<file path="config.mk">
export PLATFORM = sky130hd
export DESIGN_NAME = mips_cpu_control_fsm
export DESIGN_NICKNAME = d
export VERILOG_FILES = /design/src/rtl/mips_cpu_control_fsm.sv
export SDC_FILE = /design/constraint.sdc
export NUM_CORES = 1
export LEC_CHECK = 0
export ABC_AREA = 1
export CORE_MARGIN = 4
export CORE_UTILIZATION = 30
export CTS_CLUSTER_SIZE = 12
export DETAILED_ROUTE_END_ITERATION = 6
export PLACE_DENSITY = 0.66
export REMOVE_ABC_BUFFERS = 1
export SYNTH_ARGS = -nofsm -noshare
export SYNTH_HDL_FRONTEND = slang
export SYNTH_SLANG_ARGS = --single-unit
</file>
<file path="constraint.sdc">
create_clock -name clk -period 1.55 [get_ports clk]
set_input_delay 0.3875 -clock clk [delete_from_list [all_inputs] [get_ports clk]]
set_output_delay 0.3875 -clock clk [all_outputs]
set_load 0.02 [all_outputs]
</file>
<file path="src/rtl/mips_cpu_control_fsm.sv">
// Multi-cycle MIPS control unit: sequences fetch/decode/execute/memory/writeback
// and decodes datapath strobes from the registered state and instruction register.
// Ports:
//   clk, rst_n                 clock, asynchronous active-low reset
//   instr_word                 memory read data, captured into the IR in FETCH
//   mem_waitrequest            memory stall (1 = access not complete)
//   sig_branch                 ALU branch-taken flag, used in EXEC
//   opcode/alu_control/shamt/immediate, rs_addr/rt_addr/wr_addr   IR fields
//   reg_write_en, ir_write, pc_write, mem_read, mem_write, mem_addr_sel   strobes
//   pc_src                     00 PC+4, 01 branch, 10 jump, 11 rs register
//   active, state              run indicator and current state code
module mips_cpu_control_fsm (
  input  logic        clk,
  input  logic        rst_n,
  input  logic [31:0] instr_word,
  input  logic        mem_waitrequest,
  input  logic        sig_branch,
  output logic [5:0]  opcode,
  output logic [5:0]  alu_control,
  output logic [4:0]  shamt,
  output logic [15:0] immediate,
  output logic [4:0]  rs_addr,
  output logic [4:0]  rt_addr,
  output logic [4:0]  wr_addr,
  output logic        reg_write_en,
  output logic        ir_write,
  output logic        pc_write,
  output logic        mem_read,
  output logic        mem_write,
  output logic        mem_addr_sel,
  output logic [1:0]  pc_src,
  output logic        active,
  output logic [2:0]  state
);

  localparam int unsigned INSTR_W = 32;
  localparam int unsigned OP_W    = 6;
  localparam int unsigned REG_W   = 5;

  typedef enum logic [2:0] {
    S_IDLE   = 3'd0,
    S_FETCH  = 3'd1,
    S_DECODE = 3'd2,
    S_EXEC   = 3'd3,
    S_MEM    = 3'd4,
    S_WB     = 3'd5,
    S_HALT   = 3'd6
  } state_t;

  localparam logic [1:0] PC_SRC_SEQ = 2'b00;
  localparam logic [1:0] PC_SRC_BR  = 2'b01;
  localparam logic [1:0] PC_SRC_J   = 2'b10;
  localparam logic [1:0] PC_SRC_RS  = 2'b11;

  state_t             r_state;
  state_t             w_state_nxt;
  logic [INSTR_W-1:0] r_ir;

  logic [OP_W-1:0]    w_op;
  logic [OP_W-1:0]    w_funct;
  logic               w_rtype;
  logic               w_r_alu;
  logic               w_i_alu;
  logic               w_lw;
  logic               w_sw;
  logic               w_branch;
  logic               w_jump;
  logic               w_jr;

  // State register and instruction register; IR loads only on the fetch handshake.
  always_ff @(posedge clk or negedge rst_n) begin
    if (!rst_n) begin
      r_state <= S_IDLE;
      r_ir    <= '0;
    end else begin
      r_state <= w_state_nxt;
      if (ir_write) begin
        r_ir <= instr_word;
      end
    end
  end

  // IR field breakout to the ALU and register file.
  assign w_op        = r_ir[31:26];
  assign w_funct     = r_ir[5:0];
  assign opcode      = w_op;
  assign alu_control = w_funct;
  assign shamt       = r_ir[10:6];
  assign immediate   = r_ir[15:0];
  assign rs_addr     = r_ir[25:21];
  assign rt_addr     = r_ir[20:16];
  assign w_rtype     = (w_op == OP_W'(0));
  assign wr_addr     = w_rtype ? r_ir[15:11] : r_ir[20:16];
  assign state       = r_state;

  // Instruction class decode from the registered IR.
  always_comb begin
    w_r_alu  = 1'b0;
    w_i_alu  = 1'b0;
    w_lw     = 1'b0;
    w_sw     = 1'b0;
    w_branch = 1'b0;
    w_jump   = 1'b0;
    w_jr     = 1'b0;
    if (w_rtype) begin
      case (w_funct)
        6'h21, 6'h23, 6'h24, 6'h25, 6'h26,
        6'h02, 6'h03, 6'h00, 6'h2B: w_r_alu = 1'b1;
        6'h08:                      w_jr    = 1'b1;
        default:                    ;
      endcase
    end else begin
      case (w_op)
        6'h09, 6'h0A, 6'h0B, 6'h0C,
        6'h0D, 6'h0E, 6'h0F: w_i_alu  = 1'b1;
        6'h23:               w_lw     = 1'b1;
        6'h2B:               w_sw     = 1'b1;
        6'h04, 6'h05:        w_branch = 1'b1;
        6'h02:               w_jump   = 1'b1;
        default:             ;
      endcase
    end
  end

  // Next-state and strobe decode; strobes depend only on registered state/IR
  // plus the memory stall and branch flag.
  always_comb begin
    w_state_nxt  = r_state;
    reg_write_en = 1'b0;
    ir_write     = 1'b0;
    pc_write     = 1'b0;
    mem_read     = 1'b0;
    mem_write    = 1'b0;
    mem_addr_sel = 1'b0;
    pc_src       = PC_SRC_SEQ;
    active       = 1'b0;
    case (r_state)
      S_IDLE: begin
        w_state_nxt = S_FETCH;
      end
      S_FETCH: begin
        active   = 1'b1;
        mem_read = 1'b1;
        if (!mem_waitrequest) begin
          ir_write    = 1'b1;
          pc_write    = 1'b1;
          pc_src      = PC_SRC_SEQ;
          w_state_nxt = S_DECODE;
        end
      end
      S_DECODE: begin
        active      = 1'b1;
        w_state_nxt = S_EXEC;
      end
      S_EXEC: begin
        active      = 1'b1;
        w_state_nxt = S_FETCH;
        if (w_r_alu || w_i_alu) begin
          w_state_nxt = S_WB;
        end else if (w_lw || w_sw) begin
          w_state_nxt = S_MEM;
        end else if (w_branch) begin
          pc_write = sig_branch;
          pc_src   = sig_branch ? PC_SRC_BR : PC_SRC_SEQ;
        end else if (w_jump) begin
          pc_write = 1'b1;
          pc_src   = PC_SRC_J;
        end else if (w_jr) begin
          // jr $0 is the halt convention: stop without redirecting the PC.
          if (rs_addr == REG_W'(0)) begin
            w_state_nxt = S_HALT;
          end else begin
            pc_write = 1'b1;
            pc_src   = PC_SRC_RS;
          end
        end
      end
      S_MEM: begin
        active       = 1'b1;
        mem_addr_sel = 1'b1;
        mem_read     = w_lw;
        mem_write    = w_sw;
        if (!mem_waitrequest) begin
          w_state_nxt = w_lw ? S_WB : S_FETCH;
        end
      end
      S_WB: begin
        active       = 1'b1;
        reg_write_en = (wr_addr != REG_W'(0));
        w_state_nxt  = S_FETCH;
      end
      S_HALT: begin
        w_state_nxt = S_HALT;
      end
      default: begin
        w_state_nxt = S_IDLE;
      end
    endcase
  end

endmodule

</file>
==> metrics.csv <==
stage,metric,value,unit
outcome,status,finished with violations,
outcome,violations,setup timing,
critical_path,cp.arrival,1.70,ns
hold_path,hold_path.class,input port to asynchronous set/reset pin,
yosys,synth_cells,249,
yosys,synth-edff-count,0,
critical_path,cp_max_fo,4,
critical_path,endpoint_kind,output pin,
placed_design,portBuffers,95,
sta,fin_crit,2.090,ns
sta,fin_skew,0.004322,ns
sta,layout_setup_ws,-0.5396,ns
critical_path,r2r-end,state[2],
detailed_routing,finalWirelength,6479,um
yosys,synth.area.top_cells,"dfrtp_1 (47%), nand2_1 (22%), o21ai_1 (4.8%), buf_4 (4.8%), inv_1 (4.2%)",
clocking,clockBufferDepth,2,
sta,fmax,478.6,MHz
global_route,overflow,0,
yosys,synthTopCellsByCount,"nand2_1 (107), dfrtp_1 (35), inv_1 (21)",
placed_design,preCtsSetupSlack,-0.7009,ns
detailed_routing,routedWlPerCell,12.73,um
clocking,cts_inserted_buffers,5,
power,finalPower,8.557,mW
cells_and_area,fillers,530,
yosys,yosysWarnings,0,
clocking,cts.sinks,35,
critical_path,worstSetupStartpointType,flop,
detailed_routing,drt_pre_antenna_iters,4,
critical_path,path_cells,nor2_4 > nand3_4 > buf_4 > nor2_4 > nand2_2 > o21ai_2 > nor2_1 > o21ai_1 > buf_4,
run,cap_violations,0,
yosys,yosysTopAreaCell,dfrtp_1,
clocking,cts_max_level,2,
floorplanning,num_rows,28,
critical_path,r2r_cells,12,
global_route,met1_usage,20.51,%
global_route,grt_use_met3,3.422,%
floorplanning,die_h,86.73,um
sta,finalMaxSlewViolations,0,
sta,finalHoldViolCount,0,
cells_and_area,area_delta_synth_final,105.0,%
yosys,syn_area,1859,um2
sta,setup_viol,15,
floorplanning,die-area,7521,um2
global_route,antenna_found_initial,0,
yosys,post-synth-top-count-cell,nand2_1,
floorplanning,ios,96,
yosys,ys_types,25,
sta,layout_worst_path_cycle_share,134.8,%
critical_path,max_stage_delay,0.44,ns
placed_design,routabilityCongestion,0.8689,
global_route,grt-busiest-layer,met2,
sta,timing.slew.headroom,73.38,%
yosys,synth_seq_cells,35,
floorplanning,fp.coreArea,5956,um2
yosys,synthArstFlopShare,100.0,%
power,leakage,1.993,nW
global_route,first_global_vias,2347,
cells_and_area,final_cells,509,
detailed_routing,drtIter0Drc,27,
clocking,clk_pin_slew_worst_paths,0.07,ns
detailed_routing,vias,2251,
cells_and_area,drive_gt1_share,44.93,%
yosys,synth_top_area_share,47.11,%
critical_path,cp.required,1.16,ns
critical_path,reg2reg_from,r_ir[27],
floorplanning,dieWidth,86.73,um
global_route,grtUsageTotal,17.33,%
critical_path,reg2reg_setup_slack,-0.08,ns
yosys,ys_seq_area_share,47.11,%
floorplanning,initial_core_util,31.22,%
cells_and_area,nets,470,
clocking,root_buffer,clkbuf_8,
clocking,clk_latency,0.28,ns
global_route,global_route.usage.met2,31.36,%
global_route,grt_pass1_wl,10380,um
global_route,grt_max_degree,26,
cells_and_area,antenna_cells,0,
sta,holdWs,0.02730,ns
placed_design,dpl.hpwl,4627,um
placed_design,place_inst,470,
detailed_routing,drtAntennaViolNets,0,
critical_path,cpMaxStageDelayCell,dfrtp_1,
sta,rsz0062_at_grt,yes,
power,power_density,2245,nW/um2
sta,max_slew.worst_pin.slew,0.3993,ns
cells_and_area,fin_util,63.99,%
yosys,avgSynthCellArea,7.467,um2
detailed_routing,via_per_inst,4.422,
clocking,cts_tree,built,
critical_path,path_class,flop to output pin,
power,peakVddDrop,1.033,mV
yosys,synth-main-ff-cell,dfrtp_1,
clocking,hold_buffers,0,
detailed_routing,drc_errors,0,
-- cell families (layout without fill, tap and decap cells) --
group                  count (synthesis)  count (layout)  synth area share (%)
buffers and inverters                 45             230                 13.32
AND/OR/NAND/NOR                      141             141                 31.43
AO/OA/AOI/OAI                         28              28                 8.143
flip-flops                            35              35                 47.11
-- worst max-delay path, delay by kind of cell (launching register included) --
family | cells | cell delay [ns]
DFF | 1 | 0.44
AOI/OAI and AO/OA | 2 | 0.18
and+or+nand+nor | 5 | 0.50
buffers and inverters | 2 | 0.30
-- through the flow --
stage | instance area, um2 | TNS (ns)
after detailed placement | 3292 | -9.803
after floorplan | 1709 | -35.06
final | 3811 | -5.162
after global placement | 3292 | -9.899
after CTS | 3684 | -5.423
after global routing | 3811 | -6.886
-- per-layer routing --
| metal | part of all wire, % | vias up | wire length (um) |
|---|---|---|---|
| met5 | 0 | - | 0 |
| met3 | 5.2 | 11 | 338 |
| met2 | 54 | 55 | 3480 |
| met4 | 1.6 | 0 | 106 |
| met1 | 39 | 1041 | 2555 |
| li1 | - | 1144 | - |
-- area by class of cell --
type	instances	area [um2]	share of cell area [%]
Clock buffer	6	82.58	2.167
Clock inverter	1	5.005	0.1313
Inverter	26	100.1	2.626
Multi-Input combinational cell	169	920.9	24.16
Sequential cell	35	877.1	23.01
Tap cell	75	93.84	2.462
Timing Repair Buffer	197	1732	45.44
-- worst max-delay path by stage --
stage                     startpoint      endpoint  slack [ns]  cells past startpoint
after floorplan             state[1]      pc_write       -1.64                      7
after global placement      r_ir[30]  reg_write_en       -0.66                      8
after detailed placement    r_ir[21]      pc_write       -0.70                     10
after CTS                   r_ir[30]  reg_write_en       -0.57                      8
after global routing        r_ir[27]      pc_write       -0.68                      9
final                       r_ir[28]      pc_write       -0.54                      9
-- cells in the final DEF, fill, tap and decap left out, types with 2 or more instances in the layout --
master and instances:
inv_2 10, buf_12 3, o21ai_2 5, nand3_1 8, nor2_1 5, nand2_4 2, o211ai_1 2, buf_2 10
dlygate4sd2_1 12, buf_6 34, clkbuf_8 6, clkdlybuf4s15_1 14, nor2_4 6, o21ai_1 15, clkdlybuf4s50_1 34, nand3_4 2
a21oi_1 2, nand2_1 93, inv_1 15, nor2_2 3, nor3_4 2, nand2_2 12, dfrtp_1 34, clkbuf_2 9
buf_4 81
-- repair_timing --
| action | CTS | global route |
|---|---|---|
| setup endpoints to repair | 62 | 66 |
| buffers inserted | 30 | 12 |
| gates resized for setup | 203 | 74 |
| pin swaps | 15 | 11 |
| cloned | 0 | 0 |
-- state kept, by name, summed over array words and instances (netlist names) --
register,count
r_ir,32
state,3
-- where the power goes --
part / internal, mW / leakage, nW / total, mW / switching [mW]
sequential: 1.36 / 0.431 / 1.76 / 0.396
combinational: 3.09 / 1.51 / 6.14 / 3.06
clock: 0.348 / 0.0470 / 0.655 / 0.307
total: 4.80 / 1.99 / 8.56 / 3.76
Power figures use the tool's default switching activity.
